**src/rtl/gray_conv_arbiter_if.sv**
```systemverilog
// Handshake bundle for the two-requester Gray/binary converter: two operand
// channels in, one result channel out, plus the completed-transfer counter.
interface gray_conv_arbiter_if #(
  parameter int W = 3
) ();
  logic         req0_valid;
  logic [W-1:0] req0_data;
  logic         req0_mode;
  logic         req0_ready;
  logic         req1_valid;
  logic [W-1:0] req1_data;
  logic         req1_mode;
  logic         req1_ready;
  logic         res_valid;
  logic [W-1:0] res_data;
  logic         res_id;
  logic         res_ready;
  logic [7:0]   xfer_cnt;

  modport master (
    output req0_valid, req0_data, req0_mode,
    input  req0_ready,
    output req1_valid, req1_data, req1_mode,
    input  req1_ready,
    input  res_valid, res_data, res_id, xfer_cnt,
    output res_ready
  );

  modport slave (
    input  req0_valid, req0_data, req0_mode,
    output req0_ready,
    input  req1_valid, req1_data, req1_mode,
    output req1_ready,
    output res_valid, res_data, res_id, xfer_cnt,
    input  res_ready
  );
endinterface

```
**src/rtl/gray_conv_arbiter.sv**
```systemverilog
// Round-robin arbiter between two requesters feeding a one-entry result register
// that holds a binary->Gray or Gray->binary conversion of the granted operand.
module gray_conv_arbiter #(
  parameter int W = 3
) (
  input logic             clk,
  input logic             rst_n,
  gray_conv_arbiter_if.slave bus
);

  localparam logic [0:0] ST_EMPTY = 1'b0;
  localparam logic [0:0] ST_FULL  = 1'b1;

  logic [0:0]   state_r;
  logic [W-1:0] res_data_r;
  logic         res_id_r;
  logic         last_grant_r;
  logic [7:0]   xfer_cnt_r;

  logic         res_valid_s;
  logic         can_accept_s;
  logic         accept_s;
  logic         grant_id_s;
  logic [W-1:0] grant_data_s;
  logic         grant_mode_s;
  logic         xfer_s;

  function automatic logic [W-1:0] bin_to_gray(input logic [W-1:0] b);
    return b ^ (b >> 1);
  endfunction

  // Each binary bit depends on the one above it, so resolve from the MSB down.
  function automatic logic [W-1:0] gray_to_bin(input logic [W-1:0] g);
    logic [W-1:0] b;
    b = g;
    for (int i = W - 2; i >= 0; i--) begin
      b[i] = b[i+1] ^ g[i];
    end
    return b;
  endfunction

  function automatic logic [W-1:0] convert(input logic [W-1:0] d, input logic mode);
    if (mode) begin
      return gray_to_bin(d);
    end else begin
      return bin_to_gray(d);
    end
  endfunction

  assign res_valid_s = (state_r == ST_FULL);
  assign xfer_s      = res_valid_s && bus.res_ready;

  // Grant selection; on a tie the requester that did not win last time goes first.
  always_comb begin
    grant_id_s   = 1'b0;
    can_accept_s = !res_valid_s || bus.res_ready;
    if (bus.req0_valid && bus.req1_valid) begin
      grant_id_s = ~last_grant_r;
    end else if (bus.req1_valid) begin
      grant_id_s = 1'b1;
    end else begin
      grant_id_s = 1'b0;
    end
    accept_s = rst_n && can_accept_s && (bus.req0_valid || bus.req1_valid);
    if (grant_id_s) begin
      grant_data_s = bus.req1_data;
      grant_mode_s = bus.req1_mode;
    end else begin
      grant_data_s = bus.req0_data;
      grant_mode_s = bus.req0_mode;
    end
  end

  assign bus.req0_ready = accept_s && !grant_id_s;
  assign bus.req1_ready = accept_s && grant_id_s;

  // Result register occupancy: a new acceptance always refills, a drain empties.
  always_ff @(posedge clk) begin
    if (!rst_n) begin
      state_r <= ST_EMPTY;
    end else begin
      case (state_r)
        ST_EMPTY: begin
          if (accept_s) state_r <= ST_FULL;
          else          state_r <= ST_EMPTY;
        end
        ST_FULL: begin
          if (accept_s)           state_r <= ST_FULL;
          else if (bus.res_ready) state_r <= ST_EMPTY;
          else                    state_r <= ST_FULL;
        end
        default: state_r <= ST_EMPTY;
      endcase
    end
  end

  // Result payload and round-robin pointer, both updated only on acceptance.
  always_ff @(posedge clk) begin
    if (!rst_n) begin
      res_data_r   <= {W{1'b0}};
      res_id_r     <= 1'b0;
      last_grant_r <= 1'b1;
    end else if (accept_s) begin
      res_data_r   <= convert(grant_data_s, grant_mode_s);
      res_id_r     <= grant_id_s;
      last_grant_r <= grant_id_s;
    end
  end

  // Completed result handshakes, free-running modulo 256.
  always_ff @(posedge clk) begin
    if (!rst_n) begin
      xfer_cnt_r <= 8'd0;
    end else if (xfer_s) begin
      xfer_cnt_r <= xfer_cnt_r + 8'd1;
    end
  end

  assign bus.res_valid = res_valid_s;
  assign bus.res_data  = res_data_r;
  assign bus.res_id    = res_id_r;
  assign bus.xfer_cnt  = xfer_cnt_r;

endmodule

```
**src/flat_wrapper.sv**
```systemverilog
// flat-port wrapper written by rule: the top's interface ports become plain ports
module gray_conv_arbiter_flat 
#(
  parameter int W = 3
)
  (clk, rst_n, bus_req0_valid, bus_req0_data, bus_req0_mode, bus_req0_ready, bus_req1_valid, bus_req1_data, bus_req1_mode, bus_req1_ready, bus_res_valid, bus_res_data, bus_res_id, bus_xfer_cnt, bus_res_ready);
  gray_conv_arbiter_if #(.W(W)) bus_i ();
  input logic clk;
  input logic rst_n;
  input wire logic [$bits(bus_i.req0_valid)-1:0] bus_req0_valid;
  input wire logic [$bits(bus_i.req0_data)-1:0] bus_req0_data;
  input wire logic [$bits(bus_i.req0_mode)-1:0] bus_req0_mode;
  output wire logic [$bits(bus_i.req0_ready)-1:0] bus_req0_ready;
  input wire logic [$bits(bus_i.req1_valid)-1:0] bus_req1_valid;
  input wire logic [$bits(bus_i.req1_data)-1:0] bus_req1_data;
  input wire logic [$bits(bus_i.req1_mode)-1:0] bus_req1_mode;
  output wire logic [$bits(bus_i.req1_ready)-1:0] bus_req1_ready;
  output wire logic [$bits(bus_i.res_valid)-1:0] bus_res_valid;
  output wire logic [$bits(bus_i.res_data)-1:0] bus_res_data;
  output wire logic [$bits(bus_i.res_id)-1:0] bus_res_id;
  output wire logic [$bits(bus_i.xfer_cnt)-1:0] bus_xfer_cnt;
  input wire logic [$bits(bus_i.res_ready)-1:0] bus_res_ready;
  assign bus_i.req0_valid = bus_req0_valid;
  assign bus_i.req0_data = bus_req0_data;
  assign bus_i.req0_mode = bus_req0_mode;
  assign bus_req0_ready = bus_i.req0_ready;
  assign bus_i.req1_valid = bus_req1_valid;
  assign bus_i.req1_data = bus_req1_data;
  assign bus_i.req1_mode = bus_req1_mode;
  assign bus_req1_ready = bus_i.req1_ready;
  assign bus_res_valid = bus_i.res_valid;
  assign bus_res_data = bus_i.res_data;
  assign bus_res_id = bus_i.res_id;
  assign bus_xfer_cnt = bus_i.xfer_cnt;
  assign bus_i.res_ready = bus_res_ready;
  gray_conv_arbiter #(.W(W)) u_core (.clk(clk), .rst_n(rst_n), .bus(bus_i));
endmodule
```
**config.mk**
```make
export PLATFORM = sky130hd
export DESIGN_NAME = gray_conv_arbiter_flat
export DESIGN_NICKNAME = d
export VERILOG_FILES = /design/src/rtl/gray_conv_arbiter_if.sv /design/src/rtl/gray_conv_arbiter.sv /design/src/flat_wrapper.sv
export SDC_FILE = /design/constraint.sdc
export NUM_CORES = 1
export LEC_CHECK = 0
export CAP_MARGIN = 20
export CORE_ASPECT_RATIO = 1.2
export CORE_MARGIN = 5
export CORE_UTILIZATION = 37
export CTS_BUF_LIST = sky130_fd_sc_hd__clkbuf_4 sky130_fd_sc_hd__clkbuf_8 sky130_fd_sc_hd__clkbuf_16
export DETAILED_ROUTE_END_ITERATION = 10
export GPL_ROUTABILITY_DRIVEN = 1
export PLACE_DENSITY = 0.74
export SLEW_MARGIN = 25
export SYNTH_ARGS = -nofsm -noshare
export SYNTH_HDL_FRONTEND = slang
export SYNTH_SLANG_ARGS = --single-unit
```
**constraint.sdc**
```tcl
create_clock -name clk -period 1.3 [get_ports clk]
set_input_delay 0.195 -clock clk [delete_from_list [all_inputs] [get_ports clk]]
set_output_delay 0.195 -clock clk [all_outputs]
set_load 0.005 [all_outputs]
```
==> summary.txt <==
Run status
  • Status: finished with violations
  • Failing checks: setup timing

STA
  • Final hold vios: 0
  • Max-slew violation count: 0
  • Worst Skew: 0.004423 ns
  • Worst Slack Setup Final: -0.08737 ns
  • Setup violators final: 1
  • RSZ-0062 raised after global routing: true
  • Worst Tran Pin Value: 0.3193 ns
  • Worst hold margin: 0.4090 ns
  • Fmax: 0.7208 GHz
  • Min Clock Period, post-route: 1.387 ns
  • Slew Limit Headroom: 78.53%
  • Final period util: 106.7%

GRT
  • All-layer global routing usage: 13.22%
  • First-pass GRT wire length: 3077 um
  • Initial antenna violation count: 0
  • Largest net degree at the start of global routing: 9
  • Via count of the first global-routing pass: 817
  • Gr ovfl total: 0

Pwr
  • Sequential share of power: 50.1%
  • Int Power: 0.6906 mW
  • Clock power frac: 25.3%
  • PwrDens: 734.5 mW/mm^2
  • Max rail drop VDD: 0.7254 mV
  • Psw: 0.2303 mW
  • Gate power share: 24.6%
  • Leak pwr: 0.6116 nW
  • Sw frac: 25.00%
  • Tot Pwr: 0.9209 mW

Floorplanning
  • Initial Util: 37.75%
  • Die area: 0.002780 sq mm
  • Row Count: 17
  • Die Span Y: 56.77 um
  • Core ar.: 0.001787 sq mm
  • Die width: 48.98 um
  • Ports: 28

Place
  • DP HPWL: 1390 um
  • Placer Congestion: 0.8433
  • # port buffers: 27
  • Dpl cells: 137

Worst setup path
  • Worst Path Max Fanout: 2
  • Setup Crit Path Kind: reg -> out
  • Crit. End Element: output port
  • Crit path launch type: flip-flop
  • WP data required: 1.11 ns
  • Arrival @ worst endpoint: 1.19 ns

Logic synthesis
  • Synth top area share: 41.56%
  • Yosys cell types: 25
  • Prevailing post-synth register cell: dfxtp_1
  • Syn Std Cell Area: 674.4 sq um
  • Cells after Synth: 78
  • Synth area leaders: dfxtp_1 (42%), a21oi_1 (5.9%), o21ai_0 (5.2%), xnor2_1 (5.2%), xor2_1 (5.2%)
  • Flops & latches, synth: 14
  • Sequential-to-total area share from yosys stat: 41.56%
  • Post-synth EDFFs: 0
  • Synthesized Nets: 92
  • Yosys Warn Count: 0
  • Cell taking the most area after synthesis: dfxtp_1
  • Syn Area/Cell: 8.646 sq um
  • Asr flop ratio synth: 0%

Layout
  • Share of layout cells above drive strength 1: 43.94%
  • Fin nets: 148
  • # diodes: 0
  • # fillers: 148
  • Commonest non-fill, non-tap cells in the layout: buf_4 (23), dlygate4sd2_1 (11), dfxtp_2 (9)
  • Most common cell after layout, fill and taps aside: buf_4
  • Final Core Density: 70.17%
  • Post-layout instance count excluding filler cells: 151
  • Area growth, synth to finish: 85.90%

Route
  • Post-Route WL: 1987 um
  • Drc violations: 0
  • Routed Antenna Nets: 0
  • Drt first-iter violations: 16
  • Vias per cell: 5.325
  • Wirelength per Cell: 13.16 um
  • Vias: 804
  • 1st-pass router iterations: 4

Clock network
  • Hold buffers post-CTS: 0
  • Clock latency on the worst-skew pair: 0.27 ns
  • Num CTS Buffers: 3
  • Clock buffer depth: 2
  • Clock H-tree levels: 1
  • Reg clk slew, reported paths: 0.08 ns
  • TritonCTS clock tree: done
  • Clock Sinks: 14
  • Clock Tree Root: clkbuf_4

Run
  • Max_cap viols: 0

Worst hold path
  • Worst Hold Class: in -> reg
[per-layer routing]
layer  vias up  global-route usage (%)  share of wire, %
met1       380                   13.14                38
li1        394                       -                 -
met4         0                   3.846              0.40
met3         2                   2.918               6.3
met2        28                   26.31                56
met5         -                       0                 0
[area by class of cell]
| cell class | instances | area [sq um] | share of cell area, % |
|---|---|---|---|
| clock buffer | 3 | 22.52 | 1.796 |
| inverter | 4 | 15.01 | 1.198 |
| multi-input combinational | 59 | 442.9 | 35.33 |
| sequential | 14 | 302.8 | 24.15 |
| tap | 19 | 23.77 | 1.896 |
| timing repair buffer | 52 | 446.7 | 35.63 |
[power by group through the flow]
stage               combinational (mW)  clock, mW  sequential, mW
finish                           0.226      0.233           0.461
global route                     0.246      0.260           0.465
CTS                              0.213      0.239           0.461
detailed placement               0.203          0           0.471
global placement                 0.200          0           0.471
floorplan                       0.0680          0           0.473
[per-stage QoR]
stage,cell area [sq um],setup WS [ns],setup TNS (ns)
after floorplan,674.4,0.07039,0
after global placement,1070,-0.5955,-3.496
after detailed placement,1070,-0.6670,-4.044
after CTS,1179,-0.1337,-0.2301
after global routing,1254,-0.1282,-0.2567
final,1254,-0.08737,-0.08737
[final timing paths]
check	startpoint	endpoint	slack, ns	depth (start not counted)
setup / recovery	u_core.bus.res_valid	bus_req0_ready	-0.09	4
hold / removal	bus_req0_valid	u_core.bus.res_valid	0.41	4
setup reg to reg	u_core.bus.xfer_cnt[1]	u_core.bus.xfer_cnt[7]	0	3
hold reg to reg	u_core.last_grant_r	u_core.last_grant_r	0.48	1
[flip-flops by register name (all words and copies together), names as in the netlist]
signal and count:
u_core.bus.xfer_cnt 8, u_core.bus.res_data 3, u_core.bus.res_valid 1, u_core.bus.res_id 1, u_core.last_grant_r 1
[synth_stat cells, types with 2 or more instances]
library cell	n
dfxtp_1	14
a21oi_1	8
o21ai_0	7
nand2_1	5
nand3_1	5
inv_1	4
xnor2_1	4
xor2_1	4
nor2_1	3
o211ai_1	3
or3_1	3
mux2i_1	2
nand4_1	2
o31ai_1	2
or4_1	2
[what timing repair did]
item / 4_1_cts / 5_1_grt
endpoints found under the setup margin: 20 / 11
resized for setup: 39 / 24
setup buffers: 9 / 2
pin swaps: 1 / 8
[worst max-delay path, cell delays in order, from the launching register on]
cell and delay [ns]:
dfxtp_2 0.33, nor2b_4 0.12, or3_4 0.33, inv_2 0.05, buf_2 0.10
[cell families (layout without fill, tap and decap cells)]
logic type / count (synthesis) / after routing / synth area share [%]
AOI/OAI and AO/OA: 24 / 24 / 21.52
and+or+nand+nor: 24 / 24 / 18.93
DFF: 14 / 14 / 41.56
xor gates and xnor gates: 8 / 8 / 10.39
buffers and inverters: 5 / 59 / 2.782
muxes: 2 / 2 / 2.969
adders and majority gates: 1 / 1 / 1.855
No activity file was read; power rests on OpenSTA's default activity.
